**src/rtl/game_frame_scheduler_if.sv**
```systemverilog
// Bundles the engine handshake, game-over status and debug signals of the
// frame scheduler. The controller side (key listener / engines) uses master,
// the scheduler itself uses slave.
interface game_frame_scheduler_if;
  // Handshake semantics: start is a one-cycle request, taken only in IDLE or OVER.
  // logic_done_cycle is sampled only while logic_en is high; render_done only
  // while render_en is high. Holding an enable high is the scheduler's "ready",
  // and the matching done is the engine's "valid". The pass completes on the
  // first clock edge where both are high.
  logic        start;
  logic        logic_done_cycle;
  logic        render_done;
  logic        won_flag;
  logic        lost_flag;
  logic        logic_en;
  logic        render_en;
  logic        game_over;
  logic        won_latched;
  logic        timeout_err;
  logic [15:0] frame_count;
  logic [7:0]  overrun_count;
  logic [2:0]  state;

  modport master (
    output start, logic_done_cycle, render_done, won_flag, lost_flag,
    input  logic_en, render_en, game_over, won_latched, timeout_err,
           frame_count, overrun_count, state
  );

  modport slave (
    input  start, logic_done_cycle, render_done, won_flag, lost_flag,
    output logic_en, render_en, game_over, won_latched, timeout_err,
           frame_count, overrun_count, state
  );
endinterface

```
**src/rtl/game_frame_scheduler.sv**
```systemverilog
// Frame sequencer for the piano-tiles game: one logic pass then one render
// pass per frame tick, with overrun counting, game-over latching and an
// engine-hang watchdog that traps into a terminal FAULT state.
module game_frame_scheduler #(
  parameter int FRAME_CYCLES   = 833333,
  parameter int TIMEOUT_CYCLES = 4000000,
  parameter int TMR_W          = 23
) (
  input  logic                  clk,
  input  logic                  reset,
  game_frame_scheduler_if.slave bus
);

  typedef enum logic [2:0] {
    S_IDLE   = 3'd0,
    S_WAIT   = 3'd1,
    S_LOGIC  = 3'd2,
    S_RENDER = 3'd3,
    S_OVER   = 3'd4,
    S_FAULT  = 3'd5
  } state_t;

  localparam logic [TMR_W-1:0] TICK_VAL = TMR_W'(FRAME_CYCLES - 1);
  localparam logic [TMR_W-1:0] WD_LIMIT = TMR_W'(TIMEOUT_CYCLES - 1);

  state_t             state_q;
  state_t             state_d;
  logic [TMR_W-1:0]   timer;
  logic [TMR_W-1:0]   wd;
  logic               pending;
  logic               end_flag;
  logic               won_hold;
  logic [15:0]        frame_count_q;
  logic [7:0]         overrun_q;

  logic               counting;
  logic               tick;
  logic               restart;
  logic               engine_busy;

  // The timer only runs while a game is in progress; FAULT freezes it.
  assign counting    = (state_q == S_WAIT) || (state_q == S_LOGIC) || (state_q == S_RENDER);
  assign tick        = counting && (timer == TICK_VAL);
  assign engine_busy = (state_q == S_LOGIC) || (state_q == S_RENDER);
  assign restart     = ((state_q == S_IDLE) || (state_q == S_OVER)) && bus.start;

  // State register.
  always_ff @(posedge clk or posedge reset) begin
    if (reset) state_q <= S_IDLE;
    else       state_q <= state_d;
  end

  // Next-state decode; an engine finishing beats a watchdog expiry in the same cycle.
  always_comb begin
    state_d = state_q;
    case (state_q)
      S_IDLE:   if (bus.start) state_d = S_WAIT;
      S_WAIT:   if (pending || tick) state_d = S_LOGIC;
      S_LOGIC: begin
        if (bus.logic_done_cycle) state_d = S_RENDER;
        else if (wd == WD_LIMIT)  state_d = S_FAULT;
      end
      S_RENDER: begin
        if (bus.render_done)     state_d = end_flag ? S_OVER : S_WAIT;
        else if (wd == WD_LIMIT) state_d = S_FAULT;
      end
      S_OVER:   if (bus.start) state_d = S_WAIT;
      S_FAULT:  state_d = S_FAULT;
      default:  state_d = S_IDLE;
    endcase
  end

  // Moore outputs decoded straight from the state register.
  always_comb begin
    bus.logic_en      = (state_q == S_LOGIC);
    bus.render_en     = (state_q == S_RENDER);
    bus.game_over     = (state_q == S_OVER);
    bus.timeout_err   = (state_q == S_FAULT);
    bus.won_latched   = (state_q == S_OVER) && won_hold;
    bus.frame_count   = frame_count_q;
    bus.overrun_count = overrun_q;
    bus.state         = state_q;
  end

  // Frame timer: held at 0 between games, wraps every FRAME_CYCLES while playing.
  always_ff @(posedge clk or posedge reset) begin
    if (reset)                                        timer <= '0;
    else if (restart)                                 timer <= '0;
    else if ((state_q == S_IDLE) || (state_q == S_OVER)) timer <= '0;
    else if (counting) begin
      if (tick) timer <= '0;
      else      timer <= timer + 1'b1;
    end
  end

  // Watchdog: restarts on every state change, runs only while an engine owns the frame.
  always_ff @(posedge clk or posedge reset) begin
    if (reset)                   wd <= '0;
    else if (state_d != state_q) wd <= '0;
    else if (engine_busy)        wd <= wd + 1'b1;
  end

  // Pending tick: forces the first frame at start, and remembers ticks that land mid-frame.
  always_ff @(posedge clk or posedge reset) begin
    if (reset)                          pending <= 1'b0;
    else if (restart)                   pending <= 1'b1;
    else if (state_q == S_WAIT)         pending <= pending && tick;
    else if (engine_busy && tick)       pending <= 1'b1;
  end

  // Overrun counter: a tick that finds one already pending is a lost frame.
  always_ff @(posedge clk or posedge reset) begin
    if (reset)        overrun_q <= '0;
    else if (restart) overrun_q <= '0;
    else if (engine_busy && tick && pending && (overrun_q != 8'hFF))
      overrun_q <= overrun_q + 8'd1;
  end

  // Game result captured when the logic pass completes.
  always_ff @(posedge clk or posedge reset) begin
    if (reset) begin
      end_flag <= 1'b0;
      won_hold <= 1'b0;
    end else if (restart) begin
      end_flag <= 1'b0;
      won_hold <= 1'b0;
    end else if ((state_q == S_LOGIC) && bus.logic_done_cycle) begin
      end_flag <= bus.won_flag || bus.lost_flag;
      won_hold <= bus.won_flag;
    end
  end

  // Frame counter: one frame completes on each finished render pass; wraps naturally.
  always_ff @(posedge clk or posedge reset) begin
    if (reset)        frame_count_q <= '0;
    else if (restart) frame_count_q <= '0;
    else if ((state_q == S_RENDER) && bus.render_done)
      frame_count_q <= frame_count_q + 16'd1;
  end

endmodule
```
**src/flat_wrapper.sv**
```systemverilog
// flat-port wrapper written by rule: the top's interface ports become plain ports
module game_frame_scheduler_flat 
#(
  parameter int FRAME_CYCLES   = 833333,
  parameter int TIMEOUT_CYCLES = 4000000,
  parameter int TMR_W          = 23
)
  (clk, reset, bus_start, bus_logic_done_cycle, bus_render_done, bus_won_flag, bus_lost_flag, bus_logic_en, bus_render_en, bus_game_over, bus_won_latched, bus_timeout_err, bus_frame_count, bus_overrun_count, bus_state);
  game_frame_scheduler_if bus_i ();
  input  logic clk;
  input  logic reset;
  input wire logic [$bits(bus_i.start)-1:0] bus_start;
  input wire logic [$bits(bus_i.logic_done_cycle)-1:0] bus_logic_done_cycle;
  input wire logic [$bits(bus_i.render_done)-1:0] bus_render_done;
  input wire logic [$bits(bus_i.won_flag)-1:0] bus_won_flag;
  input wire logic [$bits(bus_i.lost_flag)-1:0] bus_lost_flag;
  output wire logic [$bits(bus_i.logic_en)-1:0] bus_logic_en;
  output wire logic [$bits(bus_i.render_en)-1:0] bus_render_en;
  output wire logic [$bits(bus_i.game_over)-1:0] bus_game_over;
  output wire logic [$bits(bus_i.won_latched)-1:0] bus_won_latched;
  output wire logic [$bits(bus_i.timeout_err)-1:0] bus_timeout_err;
  output wire logic [$bits(bus_i.frame_count)-1:0] bus_frame_count;
  output wire logic [$bits(bus_i.overrun_count)-1:0] bus_overrun_count;
  output wire logic [$bits(bus_i.state)-1:0] bus_state;
  assign bus_i.start = bus_start;
  assign bus_i.logic_done_cycle = bus_logic_done_cycle;
  assign bus_i.render_done = bus_render_done;
  assign bus_i.won_flag = bus_won_flag;
  assign bus_i.lost_flag = bus_lost_flag;
  assign bus_logic_en = bus_i.logic_en;
  assign bus_render_en = bus_i.render_en;
  assign bus_game_over = bus_i.game_over;
  assign bus_won_latched = bus_i.won_latched;
  assign bus_timeout_err = bus_i.timeout_err;
  assign bus_frame_count = bus_i.frame_count;
  assign bus_overrun_count = bus_i.overrun_count;
  assign bus_state = bus_i.state;
  game_frame_scheduler #(.FRAME_CYCLES(FRAME_CYCLES), .TIMEOUT_CYCLES(TIMEOUT_CYCLES), .TMR_W(TMR_W)) u_core (.clk(clk), .reset(reset), .bus(bus_i));
endmodule
```
**config.mk**
```make
export PLATFORM = sky130hd
export DESIGN_NAME = game_frame_scheduler_flat
export DESIGN_NICKNAME = d
export VERILOG_FILES = /design/src/rtl/game_frame_scheduler_if.sv /design/src/rtl/game_frame_scheduler.sv /design/src/flat_wrapper.sv
export SDC_FILE = /design/constraint.sdc
export NUM_CORES = 1
export LEC_CHECK = 0
export BUFFER_PORTS_ARGS = -buffer_cell sky130_fd_sc_hd__buf_2
export CORE_MARGIN = 2
export CORE_UTILIZATION = 40
export DETAILED_ROUTE_END_ITERATION = 10
export REMOVE_ABC_BUFFERS = 1
export SYNTH_ARGS = -nofsm -noshare
export SYNTH_HDL_FRONTEND = slang
export SYNTH_SLANG_ARGS = --single-unit
```
**constraint.sdc**
```tcl
create_clock -name clk -period 7.9 [get_ports clk]
set_clock_uncertainty 0.1 [all_clocks]
set_input_delay 1.58 -clock clk [delete_from_list [all_inputs] [get_ports clk]]
set_output_delay 1.58 -clock clk [all_outputs]
set_load 0.02 [all_outputs]
```
## Word level (Yosys, flattened, before mapping)

Cells that the tools add are included.
Widths: inputs -> output; s select.

- Bits in registers: 76
- Word-level logic and storage cells: 68
- Input port bits: 7

- Reductions and logical operators: 23
- Equality and inequality tests: 9
- Muxes and demuxes: 24
- $add $sub $neg: 4

Operators with widths:

| operator | number |
|---|---|
| $mux 23 | 6 |
| $add 23x1->23 const B | 2 |
| $mux 16 | 2 |
| $eq 23x20->1 const B | 1 |
| $eq 23x22->1 const B | 1 |
| $mux 3 | 6 |
| $add 16x1->16 const B | 1 |
| $mux 8 | 2 |
| $pmux 3 s5 | 1 |
| $logic_and 1x1->1 | 9 |
| $add 8x1->8 const B | 1 |
| $ne 8x8->1 const B | 1 |
| $reduce_bool 2->1 | 4 |
| $mux 1 | 7 |
| $eq 3x2->1 const B | 2 |
| $eq 3x3->1 const B | 2 |
| $logic_or 1x1->1 | 6 |
| $reduce_bool 3->1 | 2 |
| $eq 3x1->1 const B | 1 |
| $logic_not 3->1 | 1 |
| $ne 3x3->1 | 1 |
| $reduce_or 2->1 | 1 |

## Logic depth before layout (Yosys ltp)

- Depth in word-level cells: 9
- Depth in mapped cells: 9
- Depth with buffers taken out: 7

## Worst setup path after synthesis

No wires, ideal clock.

- Kind: reg2out
- Start point: register u_core.state_q[2], in the netlist u_core.bus.state[2]
- End point: output bus_won_latched
- Data arrival time: 1.478 ns
- Setup slack: 4.742 ns
- Cell stages (with the launch flop): 5
- Buffers on the path: 1
- Cell sequence: dfrtp_1 -> clkbuf_1 -> nand2_1 -> nor2_1 -> and2_1

- Word-level cells in the longest chain between the ends: 2

RTL lines:

| element | RTL line | source |
|---|---|---|
| from (decl) | game_frame_scheduler.sv:26 | `state_t state_q;` |
| from (signal assigned) | game_frame_scheduler.sv:50 | `else state_q <= state_d;` |
| $eq 3x3->1 | n/a |  |
| via bus_game_over | flat_wrapper.sv:19 | `output wire logic [$bits(bus_i.game_over)-1:0] bus_game_over;` |
| $logic_and 1x1->1 | game_frame_scheduler.sv:79 | `bus.won_latched = (state_q == S_OVER) && won_hold;` |
| to (decl) | flat_wrapper.sv:20 | `output wire logic [$bits(bus_i.won_latched)-1:0] bus_won_latched;` |

The timed path passes the listed nets, and every way through them passes these cells.

## Worst setup path after layout

- Start point: register u_core.state_q[1], in the netlist u_core.bus.state[1]
- End point: output bus_render_en

- Word-level cells in the longest chain between the ends: 1

RTL lines:

| element | RTL line | source |
|---|---|---|
| $eq 3x2->1 | game_frame_scheduler.sv:76 | `bus.render_en = (state_q == S_RENDER);` |
| to (decl) | flat_wrapper.sv:18 | `output wire logic [$bits(bus_i.render_en)-1:0] bus_render_en;` |

No other way between the ends.

==> impl_metrics.ini <==
[status]
outcome = complete, no violations

[yosys]
ys_warn_count = 0
postSynthAreaPerCell_um2 = 9.42
yosys.area.top_type_share_pct = 44.5
ys_types = 57
ys_ff_latch = 76
yosys_most_used_dff = dfrtp_1
synth.area.top_cells = dfrtp_1, xor2_1, nand2_1
synthMostInstantiatedCell = dfrtp_1
synth_area_um2 = 4280
synthCells = 454
async_reset_ff_share_pct = 100
yosys.area.top_type = dfrtp_1
yosys-top-cells-count = dfrtp_1, nand2_1, nor2_1
ys_seq_area_share_pct = 44.5
synth-edff-count = 0

[timing]
slew_violations = 0
slew_headroom_pct = 32.1
fin_crit_ps = 3950
setup_viol = 0
fin_hold_ws_ps = 435
timing.fmax_mhz = 253
tightestPinTransition_ps = 1020
hold_violations = 0
finalCritPeriodShare_pct = 50.0
tns_ps = 0
rsz0062_at_grt = false

[grt]
grt_pass1_vias = 3400
grt_max_degree = 77
met1_usage_pct = 23.5
track_usage_pct = 17.6
grt_pass1_wl_mm = 16.4
grt_overflow = 0
grt.busiest_layer = met2
gr-usage-met3_pct = 2.24
globalRouteMet2Util_pct = 29.1
antenna_found_initial = 0

[worst_setup_path]
startpoint_type = flop
critPathTopFamily = simple AND/OR/NAND/NOR gates
crit_required_ps = 6220
critical_path_arrival_ps = 2270
slowest_stage = nor2b_1
cpPeakStageDelay_ps = 780
crit_buf_inv = 1
r2r_slack_ps = 5080
crit_type = reg -> out
path_max_fanout = 16
crit_path_cell_trace = nor2b_1, and2_1, buf_2
worst_setup_path_end_kind = output pin

[layout]
antenna_cells = 0
drive_above_1_share_pct = 14.3
fill_cells = 990
fin_nets = 496
area_growth_syn_to_layout_pct = 10.5
design_area_um2 = 4730

[placed_design]
place_area_um2 = 4530
io_buffers = 38
dp_hpwl_mm = 6.26
gp_congestion = 0.774

[floorplanning]
start_util_pct = 41.2
ios = 39
die_w_um = 107
core_um2 = 10400
num_rows = 37
dieArea_um2 = 11500
die_h_um = 107

[detailed_routing]
route.vias.total = 3571
drc = 0
drt_iter0_drc = 195
viasPerCell = 5.71
wire_per_inst_um = 15.4
antenna_left = 0
drt_wl_total_mm = 9.64
firstDrtPassIters = 4

[clock_network]
postCtsHoldBufs = 0
htreeDepth = 3
clkTransAtPathRegs_ps = 80
cts_inserted_buffers = 9
cts_tree = built
post_cts_buffers = 0
clockBufferDepth = 2
cts_resized = 0
insertion_delay_ps = 350
cts_sinks = 76
clockRootBuffer = clkbuf_8

[power_and_ir_drop]
leakage_nw = 2.03
p_per_area_nw_per_um2 = 241
ir_drop_mv = 0.123

[min_path]
hp-class = reg -> reg

[run]
maxCapViolations = 0
[routing by layer]
metal | up-vias | part of all wire, %
li1 | 1732 | -
met1 | 1761 | 48
met2 | 68 | 47
met3 | 10 | 3.3
met4 | 0 | 1.3
met5 | - | 0
[placed cells by master (no fill, tap or decap), types with 3 or more instances in the layout]
cell type  netlist  routed
dfrtp_1         76      76
nand2_1         49      49
buf_2            3      38
nor2_1          34      34
nor4_1          28      28
xor2_1          24      24
nand3_1         22      22
nand4_1         21      21
a21oi_1         20      20
xnor2_1         18      18
a31oi_1         14      14
o21ai_0         13      13
nor3_1          10      10
clkbuf_8         0      10
and3_1           7       7
nor2b_1          6       6
inv_1            7       6
or4_1            6       6
buf_4            2       6
o31ai_1          5       5
a41oi_1          5       5
or3_1            5       5
ha_1             5       5
nand2b_1         4       4
mux2i_1          4       4
and4_1           4       4
o21a_1           3       3
a22oi_1          3       3
nand4b_1         3       3
and2_1           3       3
[sequential cells by signal, indices dropped and copies added, names as in the netlist]
signal                    flops
u_core.bus.frame_count       16
u_core.bus.overrun_count      8
u_core.bus.state              3
u_core.end_flag               1
u_core.pending                1
u_core.timer                 23
u_core.wd                    23
u_core.won_hold               1
[area by class of cell]
cell class                      count  area (um^2)  share of cell area (%)
Multi-Input combinational cell    346         2200                    46.5
Sequential cell                    76         1900                    40.2
Timing Repair Buffer               44          235                    4.98
Tap cell                          136          170                    3.60
Clock buffer                       12          145                    3.07
Clock inverter                      4         48.8                    1.03
Inverter                            7         26.3                   0.556
[cell families after synthesis]
family / after synthesis / synth area share, %
simple gates: 216 / 28.0
xor+xnor: 42 / 8.60
fa+ha+maj: 5 / 1.46
flops: 76 / 44.5
mux: 4 / 0.937
buf+inv: 32 / 4.33
compound gates: 79 / 12.2
[worst paths after layout]
path                                          endpoint  cells after the start                 from
min                                    u_core.won_hold                      2      u_core.won_hold
max reg2reg                u_core.bus.overrun_count[7]                      7      u_core.timer[0]
min in group asynchronous              u_core.timer[0]                      3                reset
min reg2reg                            u_core.won_hold                      2      u_core.won_hold
max in group asynchronous                u_core.wd[12]                      3                reset
max                                      bus_render_en                      3  u_core.bus.state[1]
[report_power, final]
group | internal (mW) | leakage, nW | switching (mW) | total (mW)
clock | 0.155 | 0.100 | 0.145 | 0.299
sequential | 0.420 | 1.05 | 0.0634 | 0.484
combinational | 0.111 | 0.885 | 0.244 | 0.355
[worst register-to-register path: stages (launching register included)]
cell     delay (ps)
dfrtp_1         440
inv_1            80
ha_1            150
or4bb_1         550
nor4_4          380
nand3_2         330
or4_1           540
a21oi_1         170
[per-stage QoR]
stage	power [mW]	std cells	utilization (%)	setup slack, ps
3_3_place_gp	0.837	609	43.7	4260
3_5_place_dp	0.846	609	43.7	4180
5_1_grt	1.22	625	45.6	3830
4_1_cts	1.15	625	45.6	3980
2_1_floorplan	0.715	429	-	3540
6_report	1.14	625	45.6	3950
(Power assumes the default switching activity.)
